### src/rtl/inst_fetch_queue.sv
// Instruction fetch front-end: owns the fetch PC, issues one-outstanding
// requests to instruction memory, buffers returned words in a small FIFO
// and flushes everything on a jump/branch redirect.
module inst_fetch_queue #(
  parameter int          DEPTH    = 4,
  parameter logic [31:0] RESET_PC = 32'h0000_3000
) (
  input  logic        clk,
  input  logic        rst,
  output logic        imem_req,
  output logic [31:0] imem_addr,
  input  logic        imem_ack,
  input  logic [31:0] imem_rdata,
  input  logic        redirect_valid,
  input  logic [31:0] redirect_pc,
  output logic        inst_valid,
  input  logic        inst_ready,
  output logic [31:0] instruction,
  output logic [31:0] inst_pc
);

  localparam int PW = (DEPTH > 1) ? $clog2(DEPTH) : 1;
  localparam int CW = PW + 1;

  typedef enum logic [1:0] {
    IDLE,
    REQ,
    DISCARD
  } fetchState_t;

  fetchState_t   state, stateNext;
  logic [31:0]   fetchPc;
  logic [31:0]   discardAddr;
  logic [31:0]   redirectAligned;
  logic [31:0]   fifoData [DEPTH];
  logic [31:0]   fifoPc   [DEPTH];
  logic [PW-1:0] rdPtr, wrPtr;
  logic [CW-1:0] count, countNext;
  logic          push, pop, space;

  assign redirectAligned = redirect_pc & 32'hFFFF_FFFC;

  // A redirect kills any same-cycle push or pop, so both are gated by it.
  assign push      = (state == REQ) && imem_ack && !redirect_valid;
  assign pop       = inst_valid && inst_ready && !redirect_valid;
  assign countNext = count + CW'(push) - CW'(pop);
  assign space     = countNext < CW'(DEPTH);

  // Request is held steady through DISCARD using the address latched when the redirect hit.
  assign imem_req    = (state == REQ) || (state == DISCARD);
  assign imem_addr   = (state == DISCARD) ? discardAddr : fetchPc;
  assign inst_valid  = (count != '0);
  assign instruction = inst_valid ? fifoData[rdPtr] : 32'h0;
  assign inst_pc     = inst_valid ? fifoPc[rdPtr]   : 32'h0;

  // Fetch state register.
  always_ff @(posedge clk or negedge rst) begin
    if (!rst) state <= IDLE;
    else      state <= stateNext;
  end

  // Next-state logic: redirect outranks ack, and a full queue parks the fetcher in IDLE.
  always_comb begin
    stateNext = state;
    case (state)
      IDLE: begin
        if (!redirect_valid && space) stateNext = REQ;
      end
      REQ: begin
        if (redirect_valid)  stateNext = imem_ack ? IDLE : DISCARD;
        else if (imem_ack)   stateNext = space ? REQ : IDLE;
      end
      DISCARD: begin
        if (imem_ack) stateNext = IDLE;
      end
      default: stateNext = IDLE;
    endcase
  end

  // Fetch PC and the abandoned address that must stay on the bus until memory acks it.
  always_ff @(posedge clk or negedge rst) begin
    if (!rst) begin
      fetchPc     <= RESET_PC;
      discardAddr <= 32'h0;
    end else begin
      if (state == REQ && redirect_valid && !imem_ack) discardAddr <= fetchPc;
      if (redirect_valid)  fetchPc <= redirectAligned;
      else if (push)       fetchPc <= fetchPc + 32'd4;
    end
  end

  // FIFO bookkeeping; a redirect empties the queue outright.
  always_ff @(posedge clk or negedge rst) begin
    if (!rst) begin
      rdPtr <= '0;
      wrPtr <= '0;
      count <= '0;
    end else if (redirect_valid) begin
      rdPtr <= '0;
      wrPtr <= '0;
      count <= '0;
    end else begin
      if (push) wrPtr <= wrPtr + PW'(1);
      if (pop)  rdPtr <= rdPtr + PW'(1);
      count <= countNext;
    end
  end

  // FIFO storage needs no reset because outputs are masked while empty.
  always_ff @(posedge clk) begin
    if (push) begin
      fifoData[wrPtr] <= imem_rdata;
      fifoPc[wrPtr]   <= fetchPc;
    end
  end

endmodule

### config.mk
export PLATFORM = sky130hd
export DESIGN_NAME = inst_fetch_queue
export DESIGN_NICKNAME = d
export VERILOG_FILES = /design/src/rtl/inst_fetch_queue.sv
export SDC_FILE = /design/constraint.sdc
export NUM_CORES = 1
export LEC_CHECK = 0
export ABC_AREA = 1
export CELL_PAD_IN_SITES_DETAIL_PLACEMENT = 1
export CELL_PAD_IN_SITES_GLOBAL_PLACEMENT = 2
export CORE_MARGIN = 3
export CORE_UTILIZATION = 32
export DETAILED_ROUTE_END_ITERATION = 10
export PLACE_DENSITY = 0.74
export SKIP_LAST_GASP = 1
export SLEW_MARGIN = 20
export SYNTH_ARGS = -nofsm -noshare
export SYNTH_HDL_FRONTEND = slang
export SYNTH_SLANG_ARGS = --single-unit
### constraint.sdc
create_clock -name clk -period 3.9 [get_ports clk]
set_input_delay 0.78 -clock clk [delete_from_list [all_inputs] [get_ports clk]]
set_output_delay 0.78 -clock clk [all_outputs]
set_load 0.1 [all_outputs]
==> impl_metrics.csv, run 1 <==
group,metric,value,unit
layout,design_area,0.0177,mm^2
detailed_routing,first_pass_iters,4,
placed_design,place.gp.congestion,0.802,
synthesis,synth_edf_count,248,
min_path,hold_path_class,"in2async",
power_and_ir_drop,p_clk_frac,0.202,
layout,syn_to_final_growth,28.6,%
global_routing,grt_pass1_wl,61.4,mm
critical_path,worstPathArrival,2.74,ns
floorplan,fp.dieW,213,um
timing,fin_crit,3.52,ns
detailed_routing,via_count,10100,
layout,nets,1569,
critical_path,start_kind,"flop",
floorplan,initial_core_util,0.326,
detailed_routing,routed_via_density,4.90,
power_and_ir_drop,power_frac_comb,0.533,
placed_design,port_buffers,160,
critical_path,r2r-start,"state[1]",
timing,setup_viol,0,
critical_path,critical_path.top_delay_family,"buffers and inverters",
timing,maxSlewViolCount,0,
power_and_ir_drop,peakVddDrop,0.641,mV
clock_tree,cts_tree,"built",
clock_tree,clk-insertion-delay-late,0.54,ns
floorplan,die_area,0.0455,mm^2
global_routing,first_global_vias,10500,
detailed_routing,wl,39.7,mm
clock_tree,cts_sinks,317,
timing,fmax,0.284,GHz
floorplan,core,0.0422,mm^2
power_and_ir_drop,switching_share,0.488,
timing,slew-limit-headroom,0.413,
synthesis,ys_warn_count,0,
synthesis,avgSynthCellArea,10.3,um^2
synthesis,yosysUniqueCellTypes,35,
critical_path,reg2reg_depth,16,
layout,drive_gt1_frac,0.140,
detailed_routing,routedWlPerCell,19.3,um
global_routing,gr-total-overflow,0,
critical_path,path_class,"reg2out",
run_status,status,"complete, no violations",
synthesis,synth_ff_type,"edfxtp_1",
run,maxCapViolCount,0,
clock_tree,root_buffer,"clkbuf_16",
synthesis,synth_cells,1336,
clock_tree,clk_pin_slew_worst_paths,0.06,ns
detailed_routing,drc_errors,0,
power_and_ir_drop,power_density,938,mW/mm^2
critical_path,cp.required,3.12,ns
power_and_ir_drop,p_int,8.51,mW
synthesis,ys_seq_area_frac,0.667,
synthesis,synth_area,0.0138,mm^2
critical_path,cp_cell_sequence,"clkinv_2 -> buf_4 -> nor2_1 -> o21ai_0 -> a21oi_1 -> buf_12",
layout,layout_commonest_cell,"nor2_1",
floorplan,ios,167,
critical_path,critPathMaxFanout,37,
clock_tree,cts_resized,0,
clock_tree,cts_hold_buf,0,
critical_path,critPathSlowestCell,"clkinv_2",
critical_path,crit_buf_inv,3,
clock_tree,cts_setup_buffers,0,
floorplan,core.rowCount,75,
timing,worst_clock_skew,0.0134,ns
power_and_ir_drop,p_switching,8.10,mW
power_and_ir_drop,p_leak,6.52,nW
global_routing,track_usage,0.177,
timing,rsz0062_at_grt,"no",
timing,whs,0.247,ns
power_and_ir_drop,p_seq_frac,0.265,
synthesis,synth_seq_cells,317,
timing,worstMarginPinSlew,0.880,ns
critical_path,crit_path_max_incr_delay,0.54,ns
critical_path,rrSetupSlack,1.13,ns
global_routing,grt_max_degree,126,
clock_tree,h-tree-depth,2,
clock_tree,ctsLongestPathBuffers,3,
clock_tree,numCtsBuffers,37,
global_routing,antenna_found_initial,0,
floorplan,die_y,213,um
timing,fin_crit_sh,0.902,
layout,layout_common_cells,"nor2_1, edfxtp_1, nand2_1",
timing,hold_viol_final,0,
detailed_routing,ant_nets,0,
placed_design,place_area,0.0165,mm^2
placed_design,detailed_place_hpwl,24.6,mm
critical_path,endpoint_kind,"output pin",
critical_path,r2r-end,"state[1]",
detailed_routing,dr.first_iter.drc_count,555,
synthesis,synthArstFlopShare,0.218,
[registers in the layout, summed over array words and instances, names as in the netlist]
signal       flops
fetchPc         30
state            2
rdPtr            2
wrPtr            2
count            3
fifoPc         120
discardAddr     30
fifoData       128
[cells in the mapped netlist, types with 2 or more instances]
cell type,n,share of area
a21oi_1,70,0.025
buf_1,2,0.00055
buf_2,15,0.0055
buf_4,11,0.0060
buf_6,3,0.0025
clkbuf_1,41,0.011
dfrtp_1,67,0.12
dfstp_2,2,0.0038
edfxtp_1,248,0.54
ha_1,10,0.0091
inv_1,58,0.016
inv_2,4,0.0011
nand2_1,210,0.057
nand2_2,9,0.0041
nand3_1,37,0.013
nand4_1,3,0.0014
nor2_1,301,0.082
nor2_2,12,0.0055
nor2_4,3,0.0025
o211ai_1,2,0.0011
o21ai_0,177,0.064
o21ai_1,31,0.011
o221ai_1,2,0.0013
xor2_1,7,0.0045
[per-layer routing]
layer / global-route usage / vias to the layer above / part of all wire
met5: 0 / - / 0
met4: 0.0456 / 0 / 0.019
met3: 0.0334 / 48 / 0.047
met2: 0.286 / 202 / 0.47
met1: 0.247 / 4982 / 0.46
li1: - / 4823 / -
[power by group through the flow]
stage | combinational (mW) | sequential (mW) | clock (mW)
floorplan | 5.87 | 4.35 | 0
global placement | 8.88 | 4.45 | 0
detailed placement | 8.93 | 4.47 | 0
CTS | 8.96 | 4.41 | 3.46
global route | 9.32 | 4.46 | 3.61
finish | 8.84 | 4.40 | 3.36
[through the flow]
stage	setup slack (ns)	std cells	utilization	setup TNS, ns	total power [mW]
3_3_place_gp	0.542	1989	0.392	0	13.3
2_1_floorplan	-0.323	1339	-	-80.08	10.2
3_5_place_dp	0.517	1989	0.392	0	13.4
4_1_cts	0.298	2053	0.419	0	16.8
5_1_grt	0.152	2053	0.419	0	17.4
6_report	0.382	2054	0.419	0	16.6
[worst max-delay path by stage]
stage | cells past startpoint | to | startpoint
2_1_floorplan | 4 | fifoData[0][0] | imem_ack
3_3_place_gp | 15 | state[1] | imem_ack
3_5_place_dp | 15 | state[1] | imem_ack
4_1_cts | 6 | instruction[6] | rdPtr[1]
5_1_grt | 6 | instruction[16] | rdPtr[1]
6_report | 6 | instruction[16] | rdPtr[1]
[logic make-up after synthesis]
| kind of cell | after synthesis | synth area share |
|---|---|---|
| and+or+nand+nor | 579 | 0.169 |
| DFF | 317 | 0.667 |
| AOI/OAI and AO/OA | 285 | 0.105 |
| buffers and inverters | 135 | 0.0429 |
| adders and majority gates | 11 | 0.0105 |
| xor gates and xnor gates | 8 | 0.00509 |
| other | 1 | 0.000273 |
[area by class of cell]
class	instances	area, um^2
well taps	539	674
diodes	1	2.50
flip-flops and latches	317	9180
fillers	4581	24500
inverters	63	239
multi-input cells	887	4040
clock inverters	19	179
clock buffers	45	976
repair buffers	183	2410
Power figures use the tool's default switching activity.
==> run 2, diff against run 1 <==
Settings changed: CORE_MARGIN 3 to not set.
==> run 2 against run 1 <==
  * Die area down 3.7%
  * Clock power about the same
  * Core utilization up 0.073 points
  * Routed wire length down 2.4%
  * Worst hold slack better by 0.059 ns
  * Maximum frequency up 7.5%
  * Via count down 1.0%
  * Count of clock-buffer cells in the layout up 8
  * Sequential power about the same
==> impl_metrics.csv, run 2 (synthesis results as in run 1) <==
group,metric,value,unit
critical_path,crit_path_max_incr_delay,0.71,ns
placed_design,place_area,0.0165,mm^2
floorplan,fp.dieW,209,um
floorplan,initial_core_util,0.327,
critical_path,reg2reg_depth,16,
global_routing,gr-total-overflow,0,
layout,nets,1570,
timing,fin_ws,0.626,ns
timing,setup_viol,0,
layout,final_core_util,0.420,
clock_tree,cts_tree,"built",
layout,regMostFlops,"fifoData",
critical_path,cp_common_cell,"buf_4",
placed_design,port_buffers,160,
clock_tree,numCtsBuffers,38,
clock_tree,root_buffer,"clkbuf_16",
layout,layout_common_cells,"nor2_1, edfxtp_1, nand2_1",
timing,fin_crit_sh,0.839,
timing,slew-limit-headroom,0.419,
global_routing,antenna_found_initial,0,
min_path,hold_path_class,"in2async",
critical_path,critPathMaxFanout,48,
critical_path,critPathSlowestCell,"ha_2",
floorplan,die_area,0.0438,mm^2
layout,drive_gt1_frac,0.138,
critical_path,endpoint_kind,"output pin",
critical_path,r2r-end,"state[1]",
timing,fmax,0.305,GHz
global_routing,track_usage,0.181,
floorplan,core,0.0421,mm^2
clock_tree,cts_resized,0,
power_and_ir_drop,total_power,16.6,mW
floorplan,ios,167,
layout,design_area,0.0177,mm^2
global_routing,grt_pass1_wl,60.3,mm
detailed_routing,routed_via_density,4.84,
detailed_routing,wl,38.8,mm
critical_path,crit_buf_inv,3,
detailed_routing,via_count,9953,
detailed_routing,routedWlPerCell,18.9,um
power_and_ir_drop,power_density,936,mW/mm^2
timing,whs,0.306,ns
clock_tree,ctsLongestPathBuffers,3,
timing,rsz0062_at_grt,"no",
critical_path,worstPathArrival,2.49,ns
layout,largest_reg_flops,128,
run,maxCapViolCount,0,
critical_path,r2r-start,"state[1]",
floorplan,die_y,209,um
clock_tree,clk-insertion-delay-late,0.54,ns
floorplan,core.rowCount,75,
detailed_routing,drc_errors,0,
timing,maxSlewViolCount,0,
critical_path,start_kind,"flop",
critical_path,rrSetupSlack,1.12,ns
power_and_ir_drop,peakVddDrop,0.710,mV
timing,hold_viol_final,0,
critical_path,path_class,"reg2out",
clock_tree,cts_hold_buf,0,
layout,top_regs,"fifoData x128, fifoPc x120",
run_status,status,"complete, no violations",
placed_design,place_ws,0.515,ns
critical_path,critical_path.top_delay_family,"adder cells",
layout,syn_to_final_growth,28.6,%
layout,finalNonFillerCells,2056,
clock_tree,cts_setup_buffers,0,
detailed_routing,ant_nets,0,
global_routing,grt_max_degree,126,
placed_design,place.gp.congestion,0.767,
layout,antenna_cells,0,
timing,worstMarginPinSlew,0.872,ns
detailed_routing,dr.first_iter.drc_count,466,
detailed_routing,first_pass_iters,5,
placed_design,placed_cells,1989,
critical_path,cp_cell_sequence,"inv_1 -> ha_2 -> buf_4 -> nand2_1 -> o21ai_0 -> buf_4",
layout,layout_commonest_cell,"nor2_1",
timing,fin_tns_setup,0,ns
power_and_ir_drop,p_leak,6.53,nW
critical_path,cp.required,3.12,ns
placed_design,detailed_place_hpwl,24.3,mm
clock_tree,cts_sinks,317,
global_routing,first_global_vias,10400,
timing,fin_crit,3.27,ns
timing,worst_clock_skew,0.0141,ns
clock_tree,clk_pin_slew_worst_paths,0.06,ns
clock_tree,h-tree-depth,2,
## run 2: cell count changes in the layout (fill, tap and decap cells not counted), sizes merged
cell	change
bufinv	-1
inv	-1
clkbuf	+8
clkinv	-2
diode	-1
clkinvlp	-1
## run 2: worst register-to-register path: cells and delay by family, from the launching register on
kind            cells  cell delay (ns)
flops               1             0.40
fa+ha+maj           4             1.01
buf+inv             4             0.28
compound gates      1             0.07
simple gates        7             0.90
## run 2: per-layer routing
| metal | share of wire | vias up | global-route usage |
|---|---|---|---|
| li1 | - | 4831 | - |
| met1 | 0.47 | 4882 | 0.245 |
| met2 | 0.48 | 189 | 0.299 |
| met3 | 0.035 | 51 | 0.0260 |
| met4 | 0.022 | 0 | 0.0573 |
| met5 | 0 | - | 0 |
## run 2: layout make-up
cell class / count / area (um^2)
Tap cell: 539 / 674
Inverter: 63 / 239
Multi-Input combinational cell: 887 / 4040
Clock buffer: 53 / 1050
Sequential cell: 317 / 9180
Fill cell: 4555 / 24400
Timing Repair Buffer: 183 / 2390
Clock inverter: 14 / 123
## run 2: report_power, final
part / internal [mW] / leakage [nW] / switching, mW / total [mW]
clock network: 2.00 / 0.567 / 1.33 / 3.34
registers: 4.08 / 3.10 / 0.325 / 4.40
logic: 2.45 / 2.86 / 6.38 / 8.82
total: 8.53 / 6.53 / 8.03 / 16.6
## run 2: worst max-delay path by stage
stage | from | end | depth (start not counted)
after detailed placement | inst_ready | state[1] | 16
after CTS | state[0] | imem_addr[31] | 6
final | state[0] | imem_addr[31] | 6
after global placement | redirect_valid | fetchPc[22] | 7
after global routing | state[0] | imem_addr[18] | 6
after floorplan | imem_ack | fifoData[0][0] | 4
